### src/rtl/pupil_pkg.sv
// Shared definitions for the pupil frame sequencer: FSM state encoding,
// coordinate width and default image geometry.
package pupil_pkg;

  localparam int unsigned COORD_W   = 10;
  localparam int unsigned IMG_W_DEF = 320;
  localparam int unsigned IMG_H_DEF = 240;

  typedef enum logic [2:0] {
    ST_IDLE,
    ST_SCAN,
    ST_DRAIN,
    ST_WAIT_CORE,
    ST_DONE
  } state_t;

endpackage

### src/rtl/pupil_xy_counter.sv
// Raster x/y/address counters for one frame, with first/last-of-row and
// last-of-frame decode of the current position.
module pupil_xy_counter
  import pupil_pkg::*;
#(
  parameter int unsigned IMG_W  = IMG_W_DEF,
  parameter int unsigned IMG_H  = IMG_H_DEF,
  parameter int unsigned ADDR_W = 17
) (
  input  logic               clk,
  input  logic               rst,
  input  logic               clear,
  input  logic               step,
  output logic [COORD_W-1:0] x,
  output logic [COORD_W-1:0] y,
  output logic [ADDR_W-1:0]  addr,
  output logic               sof,
  output logic               eol,
  output logic               eof
);

  localparam logic [COORD_W-1:0] X_LAST = COORD_W'(IMG_W - 1);
  localparam logic [COORD_W-1:0] Y_LAST = COORD_W'(IMG_H - 1);

  always_comb begin
    sof = (x == '0) && (y == '0);
    eol = (x == X_LAST);
    eof = eol && (y == Y_LAST);
  end

  // Address is a running count rather than y*IMG_W+x; it wraps to 0 with the frame.
  always_ff @(posedge clk) begin
    if (!rst) begin
      x    <= '0;
      y    <= '0;
      addr <= '0;
    end else if (clear) begin
      x    <= '0;
      y    <= '0;
      addr <= '0;
    end else if (step) begin
      if (eol) begin
        x <= '0;
        if (eof) begin
          y    <= '0;
          addr <= '0;
        end else begin
          y    <= y + 1'b1;
          addr <= addr + 1'b1;
        end
      end else begin
        x    <= x + 1'b1;
        addr <= addr + 1'b1;
      end
    end
  end

endmodule

### src/rtl/pupil_frame_sequencer.sv
// Frame sequencer: streams one frame from memory to the pupil detection core
// and latches its centre result. Define SEQ_TIMEOUT_EN for the result watchdog.
module pupil_frame_sequencer
  import pupil_pkg::*;
#(
  parameter int unsigned IMG_W       = IMG_W_DEF,
  parameter int unsigned IMG_H       = IMG_H_DEF,
  parameter int unsigned ADDR_W      = 17,
  parameter int unsigned TIMEOUT_CYC = 65535
) (
  input  logic               clk,
  input  logic               rst,
  input  logic               start,
  input  logic               pix_ready,
  output logic               mem_rd_en,
  output logic [ADDR_W-1:0]  mem_addr,
  output logic               pix_valid,
  output logic [COORD_W-1:0] pix_x,
  output logic [COORD_W-1:0] pix_y,
  output logic               sof,
  output logic               eol,
  output logic               eof,
  input  logic               core_done,
  input  logic [COORD_W-1:0] core_xcenter,
  input  logic [COORD_W-1:0] core_ycenter,
  output logic [COORD_W-1:0] xcenter,
  output logic [COORD_W-1:0] ycenter,
  output logic               busy,
  output logic               done,
  output logic               err
);

  state_t state, state_nxt;

  logic               issue;
  logic               accept;
  logic               latch;
  logic               timeout_hit;
  logic [COORD_W-1:0] c_x, c_y;
  logic [ADDR_W-1:0]  c_addr;
  logic               c_sof, c_eol, c_eof;

  pupil_xy_counter #(
    .IMG_W (IMG_W),
    .IMG_H (IMG_H),
    .ADDR_W(ADDR_W)
  ) u_xy (
    .clk  (clk),
    .rst  (rst),
    .clear(accept),
    .step (issue),
    .x    (c_x),
    .y    (c_y),
    .addr (c_addr),
    .sof  (c_sof),
    .eol  (c_eol),
    .eof  (c_eof)
  );

  always_ff @(posedge clk) begin
    if (!rst) state <= ST_IDLE;
    else      state <= state_nxt;
  end

  always_comb begin
    state_nxt = state;
    case (state)
      ST_IDLE:      if (start) state_nxt = ST_SCAN;
      ST_SCAN:      if (issue && c_eof) state_nxt = ST_DRAIN;
      ST_DRAIN:     state_nxt = ST_WAIT_CORE;
      ST_WAIT_CORE: if (core_done || timeout_hit) state_nxt = ST_DONE;
      ST_DONE:      state_nxt = ST_IDLE;
      default:      state_nxt = ST_IDLE;
    endcase
  end

  always_comb begin
    issue     = (state == ST_SCAN) && pix_ready;
    accept    = (state == ST_IDLE) && start;
    latch     = (state == ST_WAIT_CORE) && core_done;
    mem_rd_en = issue;
    mem_addr  = c_addr;
    busy      = (state != ST_IDLE);
    done      = (state == ST_DONE);
  end

  // Memory returns data one cycle after the strobe, so the pixel tags are delayed to match.
  always_ff @(posedge clk) begin
    if (!rst) begin
      pix_valid <= 1'b0;
      pix_x     <= '0;
      pix_y     <= '0;
      sof       <= 1'b0;
      eol       <= 1'b0;
      eof       <= 1'b0;
    end else begin
      pix_valid <= issue;
      sof       <= issue && c_sof;
      eol       <= issue && c_eol;
      eof       <= issue && c_eof;
      if (issue) begin
        pix_x <= c_x;
        pix_y <= c_y;
      end
    end
  end

  always_ff @(posedge clk) begin
    if (!rst) begin
      xcenter <= '0;
      ycenter <= '0;
    end else if (latch) begin
      xcenter <= core_xcenter;
      ycenter <= core_ycenter;
    end
  end

`ifdef SEQ_TIMEOUT_EN
  logic [31:0] wait_cnt;

  always_comb begin
    timeout_hit = (state == ST_WAIT_CORE) && !core_done &&
                  (wait_cnt == 32'(TIMEOUT_CYC - 1));
  end

  always_ff @(posedge clk) begin
    if (!rst) wait_cnt <= '0;
    else if (state == ST_WAIT_CORE) wait_cnt <= wait_cnt + 1'b1;
    else wait_cnt <= '0;
  end

  always_ff @(posedge clk) begin
    if (!rst) err <= 1'b0;
    else if (accept) err <= 1'b0;
    else if (timeout_hit) err <= 1'b1;
  end
`else
  logic unused_timeout_cfg;

  always_comb begin
    timeout_hit        = 1'b0;
    err                = 1'b0;
    unused_timeout_cfg = ^TIMEOUT_CYC;
  end
`endif

  a_done_single : assert property (@(posedge clk) disable iff (!rst) done |=> !done);
  a_pix_follows_issue : assert property (@(posedge clk) disable iff (!rst)
                                         mem_rd_en |=> pix_valid);

endmodule

### config.mk
export PLATFORM = sky130hd
export DESIGN_NAME = pupil_frame_sequencer
export DESIGN_NICKNAME = d
export VERILOG_FILES = /design/src/rtl/pupil_pkg.sv /design/src/rtl/pupil_xy_counter.sv /design/src/rtl/pupil_frame_sequencer.sv
export SDC_FILE = /design/constraint.sdc
export NUM_CORES = 1
export LEC_CHECK = 0
export CORE_ASPECT_RATIO = 2
export CORE_MARGIN = 1.5
export CORE_UTILIZATION = 52
export CTS_CLUSTER_DIAMETER = 120
export DETAILED_ROUTE_END_ITERATION = 10
export GPL_ROUTABILITY_DRIVEN = 0
export GPL_TIMING_DRIVEN = 0
export PLACE_DENSITY = 0.88
export SLEW_MARGIN = 20
export SYNTH_ARGS = -nofsm -noshare
export SYNTH_HDL_FRONTEND = slang
export SYNTH_SLANG_ARGS = --single-unit
### constraint.sdc
create_clock -name clk -period 5.1 [get_ports clk]
set_input_delay 0.51 -clock clk [delete_from_list [all_inputs] [get_ports clk]]
set_output_delay 0.51 -clock clk [all_outputs]
set_load 0.1 [all_outputs]
## After elaboration in Yosys (flattened, before gate mapping)

Cells that the tools add are included.

- Add/sub/neg operators: 3
- Multiply operators: 0
- Divide/modulo/power cells: 0
- $lt $le $gt $ge: 0
- Eq/ne operators: 9
- Shift operators: 0
- Multiplexer cells: 8
- Bitwise operators: 1
- Reduce and logical (&&, ||, !) cells: 15

Operator list:

| cell | count |
|---|---|
| 17-bit 2-to-1 mux | 2 |
| 10-bit by 1-bit adder with 10-bit output (second input constant) | 2 |
| 10-bit zero test | 2 |
| 10-bit 2-to-1 mux | 2 |
| 17-bit by 1-bit adder with 17-bit output (second input constant) | 1 |
| 3-bit one-hot mux with 4 select lines | 1 |
| 10-bit by 8-bit equality test with 1-bit output (second input constant) | 1 |
| 10-bit by 9-bit equality test with 1-bit output (second input constant) | 1 |
| 3-bit 2-to-1 mux | 3 |
| 1-bit logical AND | 8 |
| 3-bit by 2-bit equality test with 1-bit output (second input constant) | 2 |
| 2-bit != test (second input constant) | 2 |
| 3-bit by 1-bit equality test with 1-bit output (second input constant) | 1 |
| 3-bit equality test (second input constant) | 1 |
| 3-bit zero test | 1 |
| 3-bit AND reduction | 1 |
| 3-bit nonzero test | 1 |
| 2-bit by 1-bit != test with 1-bit output (second input constant) | 1 |
| 2-bit AND reduction | 1 |
| 2-bit OR reduction | 1 |
| 1-bit NOT | 1 |

- Register bits: 84
- Bits in latches: 0
- RAM bits: 0
- Bits in read-only memories: 0
- Input port bits: 25
- Memories: 0

## Longest topological paths before layout

- Depth after elaboration: 5
- Mapped depth: 7
- Mapped depth without buffers: 5

## Modules after synthesis

Synthesis repeated with hierarchy kept, for this count alone.

- Cells, all modules: 422
- Area total of the unflattened synthesis: 3741.1 um^2

By module, submodules not included:

| module | instances | cells each | area an instance (um^2) | seq. area each (um^2) |
|---|---|---|---|---|
| pupil_frame_sequencer | 1 | 202 | 1891.8 | 940.9 |
| pupil_xy_counter | 1 | 220 | 1849.3 | 740.7 |

## Worst setup path after synthesis

No wires, ideal clock.

- Path kind: flip-flop to output port
- Start: register state[2]
- End: output port done
- Data arrival time: 2.581 ns
- Data required time: 4.590 ns
- Path slack: 2.009 ns
- Cell stages (with the launch flop): 2
- Cell sequence: dfxtp_1 nor3b_1

- Cells in the longest elaborated chain, start to end: 1

Ends and longest elaborated chain:

| what | line | text |
|---|---|---|
| start, declared | pupil_frame_sequencer.sv:33 | `state_t state, state_nxt;` |
| start signal, assigned | pupil_frame_sequencer.sv:62 | `else state <= state_nxt;` |
| 3-bit equality test | pupil_frame_sequencer.sv:84 | `done = (state == ST_DONE);` |
| end, declared | pupil_frame_sequencer.sv:29 | `output logic done,` |

No other way between the ends.

## Worst setup path after layout

- Start: input port pix_ready
- End: output port mem_rd_en

- Cells in the longest elaborated chain, start to end: 1

Ends and longest elaborated chain:

| what | line | text |
|---|---|---|
| start, declared | pupil_frame_sequencer.sv:14 | `input logic pix_ready,` |
| 1-bit logical AND | pupil_frame_sequencer.sv:78 | `issue = (state == ST_SCAN) && pix_ready;` |
| end, declared | pupil_frame_sequencer.sv:15 | `output logic mem_rd_en,` |

No other way between the ends.

==> impl_metrics.tcl <==
set metrics [dict create \
    cts_buffer_depth 2 \
    hold_violations 0 \
    place_area_sq_um 4500 \
    synth_edf_count 0 \
    path_max_fanout 10 \
    cp_data_arrival_time_ns 3.07 \
    post_cts_resized 0 \
    clkLatencyLatePin_ns 0.34 \
    fin_setup_tns_ns 0 \
    switchingPower_uw 297 \
    critical_path.startpoint_type "primary input" \
    rsz0062_at_grt "false" \
    syn2layout_area_growth_pct 37.8 \
    leakagePower_nw 1.57 \
    ioPinCount 90 \
    yosys_most_used_dff "dfxtp_1" \
    clock_skew_ns 0.00598 \
    fin_ws_ns 1.52 \
    dp_slack_ns 1.54 \
    final_nets 552 \
    drc 0 \
    seq_power_share_pct 45.5 \
    fin_cells 615 \
    synth_area_leader_cell "dfxtp_1" \
    reg2reg_depth 7 \
    yosys-top-cells-area "dfxtp_1 48%, nand2_1 11%, a21boi_0 8.8%" \
    grt.total_usage_pct 26.5 \
    postSynth.asyncResetShare_pct 0 \
    reg2reg_slack_ns 2.75 \
    ir_worst_vdd_v 0.000264 \
    ys_top_cells_by_count "100 x nand2_1, 84 x dfxtp_1, 41 x a21boi_0" \
    n_fill_cell 490 \
    fmax_mhz 279 \
    netlist_area_sq_um 3510 \
    cts_tree "yes" \
    p_comb_share_pct 5.3 \
    syn_inst 423 \
    cts_buffers 9 \
    drt_first_pass_iters 5 \
    dieWidth_um 61.1 \
    slew-limit-headroom_pct 31.3 \
    grt_pass1_wl_mm 14.8 \
    period_share_pct 70.2 \
    coreArea_sq_um 6570 \
    wirelength_mm 8.93 \
    synth_top_area_share_pct 47.9 \
    r2r_end "u_xy.y[4]" \
    intPower_mw 1.15 \
    grt_overflow_total 0 \
    power_frac_clock_pct 49.2 \
    cts_hold_buf 0 \
    swShare_pct 20.5 \
    cp_data_required_time_ns 4.59 \
    die_area_sq_um 7290 \
    synth.net_count 453 \
    finalSetupViolCount 0 \
    vias 3321 \
    slew_viol_final 0 \
    dp_hpwl_mm 6.56 \
    initial_core_util_pct 53.5 \
    worst_slew_pin_slew_ns 1.03 \
    ys.warnings.count 0 \
    place_inst 599 \
    hold_class "reg -> reg" \
    grt_max_degree 14 \
    synth_cell_types 39 \
    viasPerCell 5.40 \
    min_path_cells 2 \
    grt_pass1_vias 3273 \
    synth_area_per_cell_sq_um 8.31 \
    clk_pin_slew_worst_paths_ns 0.06 \
    cts_sinks 84 \
    stdcell_area_sq_um 4840 \
    antenna_found_initial 0 \
    rows 42 \
    htreeDepth 3 \
    finish.utilization_pct 73.7 \
    wire_per_inst_um 14.5 \
    synth.most_common_cell "nand2_1" \
    worstSetupEndpointType "output port" \
    diodes 0 \
    post-cts-setup-buffer-count 0 \
    maxCapViolations 0 \
    worstSetupPathType "in -> out" \
    status "finished clean" \
    min_to "xcenter[6]" \
    r2r_start "state[1]" \
    drt_iter0_drc 83 \
    power.density_nw_per_um2 300 \
    clock_tree.root_cell "clkbuf_16" \
    drive_gt1_share_pct 4.93 \
    ant_nets 0 \
    ys_seq_area_share_pct 47.9 \
    period_minus_slack_ns 3.58 \
    die_h_um 119 \
    synth-seq-cells 84 \
    numPortBuffers 88 \
    hp-start "xcenter[6]" \
]
[power groups by stage]
stage	clock (mW)	combinational [mW]	sequential, mW
floorplan	0	0.0354	0.683
global placement	0	0.0757	0.675
detailed placement	0	0.0762	0.675
CTS	0.725	0.0769	0.661
global route	0.752	0.0820	0.661
finish	0.715	0.0764	0.661
[registers in the layout (all words and copies together) (netlist names)]
| signal | count |
|---|---|
| pix_x | 10 |
| u_xy.x | 10 |
| u_xy.addr | 17 |
| pix_valid | 1 |
| eof | 1 |
| sof | 1 |
| eol | 1 |
| xcenter | 10 |
| u_xy.y | 10 |
| pix_y | 10 |
| ycenter | 10 |
| state | 3 |
[how the worst max path moves through the flow]
stage	depth (start not counted)	to	from
3_5_place_dp	6	mem_rd_en	pix_ready
3_3_place_gp	6	mem_rd_en	pix_ready
5_1_grt	6	mem_rd_en	pix_ready
4_1_cts	6	mem_rd_en	pix_ready
6_report	6	mem_rd_en	pix_ready
2_1_floorplan	1	done	state[2]
[per-layer routing]
metal | part of all wire, % | vias to the layer above | routed length, um | track usage, %
met4 | 4.5 | 0 | 399 | 17.3
met1 | 35 | 1553 | 3160 | 26.6
met3 | 4.6 | 38 | 412 | 4.89
met5 | 0 | - | 0 | 0
met2 | 56 | 99 | 4960 | 46.3
li1 | - | 1631 | - | -
[critical path, stage by stage]
cell and delay (ns):
clkdlybuf4s50_1 0.45, nand4bb_1 0.15, buf_2 0.22, inv_1 0.15, clkbuf_1 0.36, clkdlybuf4s50_1 1.22
[metrics by stage]
stage	hold slack, ns	power [mW]
floorplan	0.455	0.718
global placement	0.450	0.751
detailed placement	0.455	0.751
CTS	0.465	1.46
global route	0.487	1.49
finish	0.458	1.45
[cells by family (layout without fill, tap and decap cells)]
kind of cell	after synthesis	in the layout	synth area share (%)
buffers and inverters	37	141	4.38
xor gates and xnor gates	17	17	4.24
adders and majority gates	5	5	1.78
AOI/OAI and AO/OA	79	79	14.9
and+or+nand+nor	200	200	26.7
DFF	84	84	47.9
other	1	1	0.107
[cells in the final DEF (no fill, tap or decap), types with 5 or more instances in the layout]
cell | synthesis | layout
o21ai_0 | 13 | 13
nor4_1 | 9 | 9
inv_1 | 13 | 13
nor2_1 | 22 | 22
xnor2_1 | 11 | 11
or3_1 | 17 | 17
nand3_1 | 16 | 16
clkdlybuf4s50_1 | 0 | 88
a21oi_1 | 18 | 18
nor3_1 | 8 | 8
nand4_1 | 7 | 7
nand2_1 | 100 | 100
dfxtp_1 | 84 | 84
clkbuf_1 | 17 | 17
a21boi_0 | 41 | 41
clkbuf_16 | 0 | 9
ha_1 | 5 | 5
xor2_1 | 6 | 6
[area by class of cell]
| cell class | count | area, sq um | area share, % |
|---|---|---|---|
| sequential | 84 | 1680 | 34.7 |
| multi-input combinational | 302 | 1680 | 34.7 |
| timing repair buffer | 88 | 881 | 18.2 |
| clock buffer | 12 | 267 | 5.51 |
| tap | 88 | 110 | 2.27 |
| buffer | 24 | 105 | 2.17 |
| clock inverter | 4 | 70.1 | 1.45 |
| inverter | 13 | 48.8 | 1.01 |
(Power assumes the default switching activity.)
